[src/rtl/filter_pkg.sv]
// Shared types and frame geometry for the filter selection controller.
package filter_pkg;

  localparam int IMG_WIDTH    = 320;
  localparam int IMG_HEIGHT   = 240;
  localparam int FRAME_PIXELS = IMG_WIDTH * IMG_HEIGHT;
  localparam int ADDR_W       = 17;
  localparam int PIX_W        = 16;

  typedef enum logic [1:0] {
    SYNC,
    RUN,
    PEND
  } state_e;

  function automatic logic [3:0] step_next(
    input logic [3:0] t,
    input logic [3:0] last
  );
    return (t == last) ? 4'd0 : t + 4'd1;
  endfunction

  function automatic logic [3:0] step_prev(
    input logic [3:0] t,
    input logic [3:0] last
  );
    return (t == 4'd0) ? last : t - 4'd1;
  endfunction

endpackage

[src/rtl/btn_edge.sv]
// Registered rising-edge detector for one synchronized button level.
// Stays disarmed after reset until the button has been seen low.
module btn_edge (
  input  logic clk,
  input  logic rst_n,
  input  logic btn_i,
  output logic req_o
);

  logic prev_q;
  logic armed_q;

  always_ff @(posedge clk or negedge rst_n) begin
    if (!rst_n) begin
      prev_q  <= 1'b0;
      armed_q <= 1'b0;
    end else begin
      prev_q  <= btn_i;
      armed_q <= armed_q | ~btn_i;
    end
  end

  assign req_o = armed_q & btn_i & ~prev_q;

endmodule

[src/rtl/filter_sel_ctrl.sv]
// Frame-synchronous filter index selector with next/prev buttons.
// Optional auto-advance every AUTO_FRAMES frames: FILTER_AUTO_CYCLE_EN.
module filter_sel_ctrl
  import filter_pkg::*;
#(
  parameter int N_FILTERS    = 11,
  parameter int FRAME_PIXELS = 76800,
  parameter int AUTO_FRAMES  = 60
) (
  input  logic              clk,
  input  logic              reset,
  input  logic              btn_next,
  input  logic              btn_prev,
  input  logic              auto_en,
  input  logic              we_in,
  input  logic [ADDR_W-1:0] wAddr_in,
  output logic [3:0]        sel,
  output logic              pending,
  output logic              frame_end
);

  localparam logic [3:0] LAST = 4'(N_FILTERS - 1);

  logic req_next;
  logic req_prev;
  logic bnd;
  logic auto_req;

  state_e     state_q, state_d;
  logic [3:0] target_q, target_d;
  logic [3:0] sel_q, sel_d;
  logic       pend_q;
  logic       fend_q;

  btn_edge u_next (
    .clk   (clk),
    .rst_n (reset),
    .btn_i (btn_next),
    .req_o (req_next)
  );

  btn_edge u_prev (
    .clk   (clk),
    .rst_n (reset),
    .btn_i (btn_prev),
    .req_o (req_prev)
  );

  // Out-of-range addresses can never match, so they are ignored.
  assign bnd = we_in &&
    (wAddr_in == ADDR_W'(FRAME_PIXELS - 1));

`ifdef FILTER_AUTO_CYCLE_EN
  localparam int CNT_W = $clog2(AUTO_FRAMES + 1);

  logic [CNT_W-1:0] cnt_q, cnt_d;

  always_comb begin
    cnt_d    = cnt_q;
    auto_req = 1'b0;
    if (!auto_en) begin
      cnt_d = '0;
    end else if (bnd) begin
      if (cnt_q == CNT_W'(AUTO_FRAMES - 1)) begin
        cnt_d    = '0;
        auto_req = ~(req_next | req_prev);
      end else begin
        cnt_d = cnt_q + 1'b1;
      end
    end
  end

  always_ff @(posedge clk or negedge reset) begin
    if (!reset) cnt_q <= '0;
    else        cnt_q <= cnt_d;
  end
`else
  logic unused_auto;
  assign unused_auto = auto_en | (AUTO_FRAMES < 1);
  assign auto_req    = 1'b0;
`endif

  always_comb begin
    target_d = target_q;
    unique case (1'b1)
      req_next & ~req_prev:
        target_d = step_next(target_q, LAST);
      req_prev & ~req_next:
        target_d = step_prev(target_q, LAST);
      auto_req & ~req_next & ~req_prev:
        target_d = step_next(target_q, LAST);
      default: ;
    endcase
  end

  // Commit the pre-boundary target so a request on
  // the boundary cycle waits for the next frame.
  always_comb begin
    sel_d   = bnd ? target_q : sel_q;
    state_d = state_q;
    if (state_q != SYNC || bnd) begin
      state_d = (target_d != sel_d) ? PEND : RUN;
    end
  end

  always_ff @(posedge clk or negedge reset) begin
    if (!reset) begin
      state_q  <= SYNC;
      target_q <= 4'd0;
      sel_q    <= 4'd0;
      pend_q   <= 1'b0;
      fend_q   <= 1'b0;
    end else begin
      state_q  <= state_d;
      target_q <= target_d;
      sel_q    <= sel_d;
      pend_q   <= (state_d == PEND);
      fend_q   <= bnd;
    end
  end

  assign sel       = sel_q;
  assign pending   = pend_q;
  assign frame_end = fend_q;

endmodule

[config.mk]
export PLATFORM = sky130hd
export DESIGN_NAME = filter_sel_ctrl
export DESIGN_NICKNAME = d
export VERILOG_FILES = /design/src/rtl/filter_pkg.sv /design/src/rtl/btn_edge.sv /design/src/rtl/filter_sel_ctrl.sv
export SDC_FILE = /design/constraint.sdc
export NUM_CORES = 1
export LEC_CHECK = 0
export CAP_MARGIN = 20
export CORE_MARGIN = 2
export CORE_UTILIZATION = 40
export CTS_CLUSTER_DIAMETER = 60
export DETAILED_ROUTE_END_ITERATION = 8
export PLACE_DENSITY = 0.7
export SLEW_MARGIN = 20
export SYNTH_ARGS = -nofsm -noshare
export SYNTH_HDL_FRONTEND = slang
export SYNTH_HIERARCHICAL = 1
export SYNTH_SLANG_ARGS = --single-unit
[constraint.sdc]
create_clock -name clk -period 7.7 [get_ports clk]
set_clock_uncertainty 0.05 [all_clocks]
set_input_delay 1.54 -clock clk [delete_from_list [all_inputs] [get_ports clk]]
set_output_delay 1.54 -clock clk [all_outputs]
set_load 0.01 [all_outputs]
* After elaboration in Yosys (flattened, before gate mapping)
Cells that the tools add are included.
Word-level totals: register bits 16, input bits 23, output and inout port bits 6, word-level logic and storage cells 39
Cells by class: add/sub/neg operators 2, equal/unequal tests 4, muxes and demuxes 6, bitwise logic cells 14, reductions and logical operators 4
Operators with widths (number):
- 17-bit == test (second input constant) | 1
- 4-bit two-way mux | 3
- 4-bit one-hot mux with 2 select lines | 1
- 1-bit bitwise AND | 6
- 1-bit NOT | 6
- 4-bit by 1-bit adder with 4-bit output (second input constant) | 1
- 4-bit == test (second input constant) | 1
- 4-bit logical NOT | 1
- 2-bit two-way mux | 2
- 4-bit != test | 1
- 4-bit by 1-bit subtractor with 4-bit output (second input constant) | 1
- 2-bit == test (second input constant) | 1
- 1-bit bitwise OR | 2
- 2-bit nonzero test | 1
- 1-bit logical AND | 1
- 1-bit logical OR | 1

* Longest topological paths before layout
Gate-level depths: netlist of run 1.
word-level depth 9, depth in mapped cells 10, depth with buffers taken out 9

* By module
The synthesis of run 1 kept the hierarchy.
Modules (own cells, without submodules):
- filter_sel_ctrl | times used 1, cells each 82, area each 805.8 µm², seq. area each 300.3 µm²
- btn_edge | times used 2, cells each 4, area each 65.1 µm², seq. area each 50.0 µm²

* Worst setup path after synthesis of run 1
OpenSTA, ideal clock, no wires.
path type input port to flip-flop, from input port btn_next, to register pend_q (netlist: pending), library setup time 126 ps, arrival time 3426 ps, required time 7524 ps, setup slack 4098 ps, stages on the path 9, path buffers 1, path through and3b_1 > inv_1 > ha_1 > buf_4 > or2_2 > o21ai_2 > a21oi_1 > or4_4 > o32a_1
Between the ends: longest elaborated chain between the ends 9, elaborated cells between the ends (all ways) 10, classes of those cells eq/ne: 2; mux: 3; bitwise: 5
Ends and longest elaborated chain:
- start, declared | RTL line filter_sel_ctrl.sv:12 | input logic btn_next,
- 1-bit bitwise AND * (2 in series) | RTL line btn_edge.sv:23 | assign req_o = armed_q & btn_i & ~prev_q;
- 1-bit NOT
- 1-bit bitwise AND | RTL line filter_sel_ctrl.sv:88 | req_prev & ~req_next:
- 4-bit one-hot mux with 2 select lines * | RTL line filter_sel_ctrl.sv:85 | unique case (1'b1)
- named net target_d[0] | RTL line filter_sel_ctrl.sv:30 | logic [3:0] target_q, target_d;
- 4-bit != test * | RTL line filter_sel_ctrl.sv:102 | state_d = (target_d != sel_d) ? PEND : RUN;
- 2-bit two-way mux * | RTL line filter_sel_ctrl.sv:102
- 2-bit two-way mux * | RTL line filter_sel_ctrl.sv:101 | if (state_q != SYNC || bnd) begin
- 2-bit == test * | RTL line filter_sel_ctrl.sv:117 | pend_q <= (state_d == PEND);
- end signal, assigned | RTL line filter_sel_ctrl.sv:117
- end, declared | RTL line filter_sel_ctrl.sv:32 | logic pend_q;
Mark *: on every way through the listed nets, which the timed path passes. The rest lies on a longest branch.

* Worst setup path after layout of run 1
from input port btn_next, to register state_q[1]
Between the ends: longest elaborated chain between the ends 8, elaborated cells between the ends (all ways) 9, classes of those cells eq/ne: 1; mux: 3; bitwise: 5
Ends and longest elaborated chain:
- 1-bit bitwise AND * (2 in series) | RTL line btn_edge.sv:23
- named net req_next | RTL line filter_sel_ctrl.sv:24 | logic req_next;
- 1-bit NOT
- 1-bit bitwise AND | RTL line filter_sel_ctrl.sv:88
- 4-bit one-hot mux with 2 select lines * | RTL line filter_sel_ctrl.sv:85
- named net target_d[0] | RTL line filter_sel_ctrl.sv:30
- 4-bit != test * | RTL line filter_sel_ctrl.sv:102
- 2-bit two-way mux * | RTL line filter_sel_ctrl.sv:102
- 2-bit two-way mux * | RTL line filter_sel_ctrl.sv:101
- named net state_d[1] | RTL line filter_sel_ctrl.sv:29 | state_e state_q, state_d;
- end signal, assigned | RTL line filter_sel_ctrl.sv:114 | state_q <= state_d;
- end, declared | RTL line filter_sel_ctrl.sv:29
Marks and branches as above.

==> impl_metrics.csv, run 1 <==
group,metric,value,unit
outcome,outcome,"finished clean",
timing,hold_ws,414,ps
floorplanning,die-area,0.00274,mm2
detailed_routing,drcViolationCount,0,
synth,yosysWarnings,6,
timing,max-slew-margin-rel,55.1,%
floorplanning,start_util,42.3,%
pwr,powerDensity,162,mW/mm2
grt,grt_max_degree,17,
final_layout,final_common_cell,"clkdlybuf4s50_1",
min_path,hold_depth,1,
final_layout,final_cell_mix,"27 x clkdlybuf4s50_1, 16 x dfrtp_1, 8 x inv_1, 6 x a21oi_1, 6 x ha_1",
floorplanning,die_x,52.4,um
setup_path,r2r_end,"state_q[1]",
min_path,whs_endpoint,"u_next/armed_q",
final_layout,layout.nets,150,
synth,yosysTopAreaCell,"dfrtp_1",
synth,synth_cells,90,
timing,grt_setup_unrepaired,"false",
grt,antenna_found_initial,0,
final_layout,area_delta_synth_final,34.2,%
setup_path,worstPathCellList,"clkdlybuf4s50_1, and3b_1, inv_1, ha_1, or2_2, o21ai_2, a21oi_1, or4_4, o32a_1",
floorplanning,io_pins,29,
synth,syn-cell-area,936,um2
setup_path,r2r-start,"target_q[0]",
timing,setup_violations,0,
synth,yosys_register_bits,16,
clock_network,htreeDepth,1,
setup_path,timing.critical_path.required,7810,ps
detailed_routing,drt_first_iter_violations,16,
setup_path,slowest_stage,"or4_4",
clock_network,cts_sinks,16,
setup_path,crit_fanout,9,
clock_network,clk_path_buf_depth,2,
timing,tns,0,ps
clock_network,postCtsHoldBufs,0,
detailed_routing,via_count,780,
final_layout,num-fill-cells,203,
final_layout,stdcell_count,147,
grt,grt_pass1_vias,759,
pwr,ir_drop,0.144,mV
clock_network,clock_latency,270,ps
placement,gp_congestion,0.732,
clock_network,ctsResizeCount,0,
setup_path,critPathCaptureType,"flip-flop",
final_layout,antenna_cells,0,
detailed_routing,via_per_inst,5.31,
placement,io_buffers,27,
clock_network,clkTransAtPathRegs,80,ps
clock_network,root_buffer,"clkbuf_4",
synth,syn-num-nets,119,
detailed_routing,final_antenna_net_count,0,
floorplanning,rows,17,
synth,yosys.area.top_type_share,42.8,%
timing,period_share,51.0,%
final_layout,drive_gt1_share,11.8,%
run,cap_violations,0,
detailed_routing,wire_per_inst,12.6,um
setup_path,arrival,4040,ps
timing,fin_crit,3930,ps
final_layout,stdcell_area,0.00126,mm2
placement,place_area,0.00123,mm2
synth,syn-mean-instance-area,10.4,um2
timing,maxSlewViolCount,0,
placement,dp_cells,144,
detailed_routing,finalWirelength,1.85,mm
floorplanning,coreArea,0.00221,mm2
setup_path,reg2reg_slack,5120,ps
timing,fmax,255,MHz
setup_path,slowest_delay,540,ps
clock_network,postCtsSetupBuffers,0,
timing,worstMarginPinSlew,672,ps
synth,ys_top_cells_by_area,"dfrtp_1 43%, ha_1 8.0%, a21oi_1 3.2%, inv_1 3.2%, and4_1 2.8%",
setup_path,rr_worst_depth,8,
detailed_routing,first_pass_iters,4,
synth,synth_cell_types,34,
pwr,leakage,0.560,nW
timing,finalHoldViolCount,0,
setup_path,crit_type,"in2reg",
synth,ys_seq_area_share,42.8,%
clock_network,cts_tree,"yes",
grt,grt_overflow,0,
final_layout,fin_util,56.8,%
floorplanning,die-height,52.4,um
grt,grt_use_total,15.2,%
setup_path,start_kind,"primary input",
clock_network,cts_buffers,3,
grt,grt_pass1_wl,3.08,mm
placement,hpwlAfterDp,1.55,mm
min_path,min_path_type,"reg2reg",
min_path,hold_start,"u_next/armed_q",
## power by group
part | switching [mW] | internal (mW)
Sequential | 0.0103 | 0.0898
Combinational | 0.0297 | 0.0339
Clock | 0.0215 | 0.0181
## sequential cells by signal, summed over array words and instances (netlist names)
signal / flops
frame_end: 1
state_q: 2
u_next/prev_q: 1
target_q: 4
u_prev/armed_q: 1
u_next/armed_q: 1
u_prev/prev_q: 1
pending: 1
sel: 4
## worst max-delay path by stage
stage | from | end | depth (start not counted)
after floorplan | btn_next | pending | 9
after global placement | btn_next | pending | 9
after detailed placement | btn_next | pending | 9
after CTS | btn_next | state_q[1] | 9
after global routing | btn_next | pending | 9
final | btn_next | state_q[1] | 9
## layer usage
| layer | up-vias | routed length (um) | track usage, % | share of wire (%) |
|---|---|---|---|---|
| met5 | - | 0 | 0 | 0 |
| met2 | 14 | 976 | 25.0 | 53 |
| met4 | 0 | 0 | 4.27 | 0 |
| met1 | 371 | 803 | 18.1 | 43 |
| li1 | 395 | - | - | - |
| met3 | 0 | 68 | 6.29 | 3.7 |
## worst max-delay path, delay by kind of cell
kind / cells / cell delay [ps]
compound gates: 3 / 510
fa+ha+maj: 1 / 400
buf+inv: 2 / 540
simple gates: 3 / 1050
## stage by stage
step | worst slack (ps) | power (mW)
final | 3770 | 0.203
after detailed placement | 3470 | 0.165
after global routing | 3660 | 0.219
after CTS | 3770 | 0.206
after global placement | 3510 | 0.162
after floorplan | 4100 | 0.142
## Yosys cell counts
library cell and instances:
a22oi_2 1, o32a_1 2, nor4_1 1, nand2b_1 2, and3_1 1, a21oi_1 6, or3b_1 1, buf_4 1
and3b_1 2, o21ai_0 3, inv_1 8, xnor2_1 2, mux2i_1 2, nand3_1 5, a32oi_1 1, ha_1 6
or2_2 3, and3_2 3, dfrtp_1 16, and4bb_2 1, and4_1 3, a21o_1 1, o21ai_2 1, nor2b_1 1
a311oi_1 1, nor2_1 3, mux2_2 1, o31ai_1 1, or4b_1 1, nand2_1 3, nand3b_1 3, or4_4 1
and4b_1 2, o22ai_1 1
## kinds of logic (layout without fill, tap and decap cells)
kind of cell	Yosys count	after routing	synth area share [%]
buf+inv	9	38	4.01
compound gates	18	18	13.4
flops	16	16	42.8
simple gates	36	36	26.6
xor+xnor	2	2	1.87
fa+ha+maj	6	6	8.02
mux	3	3	3.34
## cell type report
cell class | count | area (um2) | share of cell area [%]
Clock buffer | 3 | 22.5 | 1.79
Inverter | 8 | 30.0 | 2.39
Multi-Input combinational cell | 65 | 498 | 39.6
Sequential cell | 16 | 400 | 31.9
Tap cell | 28 | 35.0 | 2.79
Timing Repair Buffer | 27 | 270 | 21.5
Note: power is estimated with default switching activity, not from simulation.
==> inputs of run 2 (changes only) <==
==> constraint.sdc (replaced) <==
create_clock -name clk -period 3.8 [get_ports clk]
set_clock_uncertainty 0.05 [all_clocks]
set_input_delay 0.76 -clock clk [delete_from_list [all_inputs] [get_ports clk]]
set_output_delay 0.76 -clock clk [all_outputs]
set_load 0.01 [all_outputs]
==> impl_metrics.csv, run 2 (synthesized netlist as in run 1, its figures left out) <==
group,metric,value,unit
floorplanning,coreArea,0.00221,mm2
floorplanning,die_x,52.4,um
grt,grt_overflow,0,
timing,maxSlewViolCount,0,
timing,finalHoldViolCount,0,
timing,max-slew-margin-rel,53.8,%
floorplanning,die-area,0.00274,mm2
pwr,leakage,0.560,nW
placement,io_buffers,27,
final_layout,num-fill-cells,201,
timing,tns,0,ps
detailed_routing,drt_first_iter_violations,6,
clock_network,postCtsSetupBuffers,0,
timing,hold_ws,410,ps
setup_path,crit_type,"in2reg",
timing,fmax,319,MHz
floorplanning,start_util,42.3,%
grt,antenna_found_initial,0,
final_layout,final_common_cell,"clkdlybuf4s50_1",
detailed_routing,final_antenna_net_count,0,
floorplanning,die-height,52.4,um
timing,worstMarginPinSlew,691,ps
final_layout,layout.nets,150,
floorplanning,rows,17,
clock_network,root_buffer,"clkbuf_4",
pwr,pwr-share-clk,20.0,%
clock_network,htreeDepth,1,
detailed_routing,drcViolationCount,0,
detailed_routing,wire_per_inst,12.6,um
clock_network,clk_path_buf_depth,2,
setup_path,start_kind,"primary input",
run,cap_violations,0,
placement,pre_cts_ws,358,ps
pwr,p_sw,127,uW
grt,grt_max_degree,17,
timing,worst_slack,661,ps
pwr,ir_drop,0.213,mV
final_layout,final_cell_mix,"27 x clkdlybuf4s50_1, 16 x dfrtp_1, 8 x inv_1, 6 x a21oi_1, 6 x ha_1",
final_layout,drive_gt1_share,11.8,%
pwr,p_sw_share,30.7,%
detailed_routing,finalWirelength,1.85,mm
clock_network,postCtsHoldBufs,0,
setup_path,arrival,3260,ps
detailed_routing,first_pass_iters,4,
clock_network,cts_buffers,3,
timing,setup_violations,0,
outcome,outcome,"finished clean",
clock_network,cts_tree,"yes",
final_layout,antenna_cells,0,
grt,grt_pass1_wl,3.14,mm
clock_network,ctsResizeCount,0,
detailed_routing,via_count,803,
setup_path,critPathCaptureType,"flip-flop",
setup_path,timing.critical_path.required,3920,ps
placement,gp_congestion,0.691,
setup_path,crit_fanout,9,
timing,grt_setup_unrepaired,"false",
pwr,comb_power_share,31.0,%
pwr,internal_power,287,uW
grt,grt_pass1_vias,779,
final_layout,area_delta_synth_final,34.2,%
min_path,min_path_type,"reg2reg",
floorplanning,io_pins,29,
grt,grt_use_total,15.7,%
placement,hpwlAfterDp,1.54,mm
pwr,power_frac_seq,49.0,%
timing,period_share,82.6,%
clock_network,cts_sinks,16,
timing,fin_crit,3140,ps
pwr,powerDensity,330,mW/mm2
clock_network,clkTransAtPathRegs,80,ps
clock_network,clock_latency,280,ps
detailed_routing,via_per_inst,5.46,
## run 2: cell counts in the layout (fill, tap and decap cells not counted)
Identical to the previous run, type by type.
## run 2: layout make-up
type,instances,area [um2],share of cell area (%)
inverter,8,30.0,2.39
multi-input combinational,65,498,39.6
sequential,16,400,31.9
clock buffer,3,22.5,1.79
tap,28,35.0,2.79
timing repair buffer,27,270,21.5
## run 2: path summary, 6_finish.rpt
kind | from | to | cells past startpoint | slack [ps]
worst max-delay path | btn_next | pending | 9 | 660
worst min-delay path | u_next/armed_q | u_next/armed_q | 1 | 410
worst max register to register | target_q[0] | pending | 8 | 1180
worst min register to register | u_next/armed_q | u_next/armed_q | 1 | 410
max in group asynchronous | reset | target_q[1] | 1 | 2420
min in group asynchronous | reset | sel[2] | 1 | 840
## run 2: power groups by stage
stage | Combinational (mW) | Clock, mW | Sequential, mW
4_1_cts | 0.129 | 0.0891 | 0.203
5_1_grt | 0.145 | 0.0952 | 0.206
6_report | 0.128 | 0.0831 | 0.203
2_1_floorplan | 0.0880 | 0 | 0.200
3_3_place_gp | 0.122 | 0 | 0.206
3_5_place_dp | 0.128 | 0 | 0.207
## run 2: per-stage QoR
step           instance area (um2)  cells  total power, mW  util [%]
2_1_floorplan                  936     90            0.288         -
3_3_place_gp                  1230    144            0.328      55.8
3_5_place_dp                  1230    144            0.334      55.8
4_1_cts                       1260    147            0.421      56.8
5_1_grt                       1260    147            0.446      56.8
6_report                      1260    147            0.414      56.8
## run 2: per-layer routing
layer	vias up	wire length (um)	track usage, %
met5	-	0	0
met4	0	10	5.13
met3	2	82	6.00
met2	16	992	27.7
met1	392	768	16.9
li1	393	-	-
## run 2: critical path: stages
cell and delay [ps]:
clkdlybuf4s50_1 490, and3b_1 190, inv_1 50, ha_1 400, or2_2 320, o21ai_2 150, a21oi_1 60, or4_4 540
o32a_1 310
==> inputs of run 3 (changes only) <==
==> constraint.sdc (replaced) <==
create_clock -name clk -period 3 [get_ports clk]
set_clock_uncertainty 0.05 [all_clocks]
set_input_delay 0.6 -clock clk [delete_from_list [all_inputs] [get_ports clk]]
set_output_delay 0.6 -clock clk [all_outputs]
set_load 0.01 [all_outputs]
==> impl_metrics.csv, run 3 (synthesized netlist as in run 1, its figures left out) <==
group,metric,value,unit
detailed_routing,first_pass_iters,4,
timing,maxSlewViolCount,0,
final_layout,layout.nets,157,
floorplanning,die-area,0.00274,mm2
detailed_routing,via_count,807,
detailed_routing,finalWirelength,1.95,mm
grt,antenna_found_initial,0,
setup_path,crit_type,"in2reg",
run,cap_violations,0,
timing,setup_violations,0,
setup_path,arrival,2980,ps
timing,fmax,349,MHz
floorplanning,io_pins,29,
setup_path,crit_fanout,5,
final_layout,antenna_cells,0,
setup_path,reg2reg_slack,380,ps
clock_network,postCtsSetupBuffers,0,
min_path,min_path_type,"reg2reg",
floorplanning,coreArea,0.00221,mm2
clock_network,cts_sinks,16,
setup_path,rr_worst_depth,8,
floorplanning,die_x,52.4,um
floorplanning,start_util,42.3,%
placement,dp_cells,151,
clock_network,ctsResizeCount,0,
setup_path,timing.critical_path.required,3120,ps
floorplanning,die-height,52.4,um
placement,hpwlAfterDp,1.58,mm
clock_network,cts_buffers,3,
grt,grt_pass1_wl,3.22,mm
setup_path,setup.worst_path.end,"state_q[1]",
setup_path,crit_start,"btn_next",
setup_path,r2r-start,"target_q[0]",
grt,grt_pass1_vias,823,
final_layout,drive_gt1_share,16.7,%
clock_network,clk_path_buf_depth,2,
clock_network,clock_latency,280,ps
clock_network,root_buffer,"clkbuf_4",
placement,io_buffers,27,
final_layout,final_cell_mix,"27 x clkdlybuf4s50_1, 16 x dfrtp_1, 8 x inv_1, 7 x buf_4",
setup_path,critPathCaptureType,"flip-flop",
timing,grt_setup_unrepaired,"false",
grt,grt_use_total,15.9,%
timing,period_share,95.5,%
timing,worstMarginPinSlew,665,ps
setup_path,start_kind,"primary input",
detailed_routing,final_antenna_net_count,0,
placement,gp_congestion,0.797,
timing,fin_crit,2870,ps
pwr,ir_drop,0.328,mV
pwr,power,537,uW
detailed_routing,drcViolationCount,0,
detailed_routing,via_per_inst,5.24,
final_layout,final_common_cell,"clkdlybuf4s50_1",
timing,max-slew-margin-rel,55.5,%
clock_network,htreeDepth,1,
detailed_routing,wire_per_inst,12.7,um
final_layout,fin_util,59.2,%
final_layout,area_delta_synth_final,39.8,%
clock_network,clkTransAtPathRegs,80,ps
detailed_routing,drt_first_iter_violations,12,
clock_network,cts_tree,"yes",
outcome,outcome,"finished clean",
grt,grt_overflow,0,
final_layout,stdcell_count,154,
clock_network,postCtsHoldBufs,0,
setup_path,r2r_end,"state_q[1]",
pwr,powerDensity,410,mW/mm2
timing,finalHoldViolCount,0,
floorplanning,rows,17,
pwr,leakage,0.595,nW
grt,grt_max_degree,17,
[run 3: cell types whose count changed in the layout (fill, tap and decap cells not counted)]
cell	before	now
buf_4	0	7
[run 3: worst min path at each step]
stage                         from        endpoint  cells past startpoint
finish              u_next/armed_q  u_next/armed_q                      1
detailed placement  u_next/armed_q  u_next/armed_q                      1
global placement    u_next/armed_q  u_next/armed_q                      1
floorplan                    reset       frame_end                      0
CTS                 u_next/armed_q  u_next/armed_q                      1
global route        u_next/armed_q  u_next/armed_q                      1
[run 3: layout make-up]
type / count / area (um2)
clock buffer: 3 / 22.5
fill: 183 / 903
inverter: 8 / 30.0
multi-input combinational: 65 / 498
sequential: 16 / 400
tap: 28 / 35.0
timing repair buffer: 34 / 323
[run 3: metrics by stage]
stage	TNS (ps)	hold WS [ps]	worst slack [ps]	instance area (um2)
6_report	0	413	134	1310
5_1_grt	0	449	15.9	1310
4_1_cts	0	424	139	1310
3_5_place_dp	-318	400	-163	1290
3_3_place_gp	-264	392	-140	1290
2_1_floorplan	0	254	338	936
[run 3: worst max-delay path, stage by stage]
cell and delay [ps]:
clkdlybuf4s50_1 470, and3b_1 180, inv_1 50, ha_1 340
or2_2 300, o21ai_2 150, a21oi_1 60, or4_4 550
o32a_1 310
[run 3: where the power goes]
group | internal [mW] | switching (mW)
registers | 0.230 | 0.0284
clock network | 0.0466 | 0.0594
logic | 0.0935 | 0.0781
[run 3: layer usage]
layer  vias to the layer above  global-route usage [%]  wire, um
li1                        401                       -         -
met1                       391                    16.7       800
met2                        13                    28.7      1070
met3                         2                    5.71        72
met4                         0                    5.98        11
met5                         -                       0         0
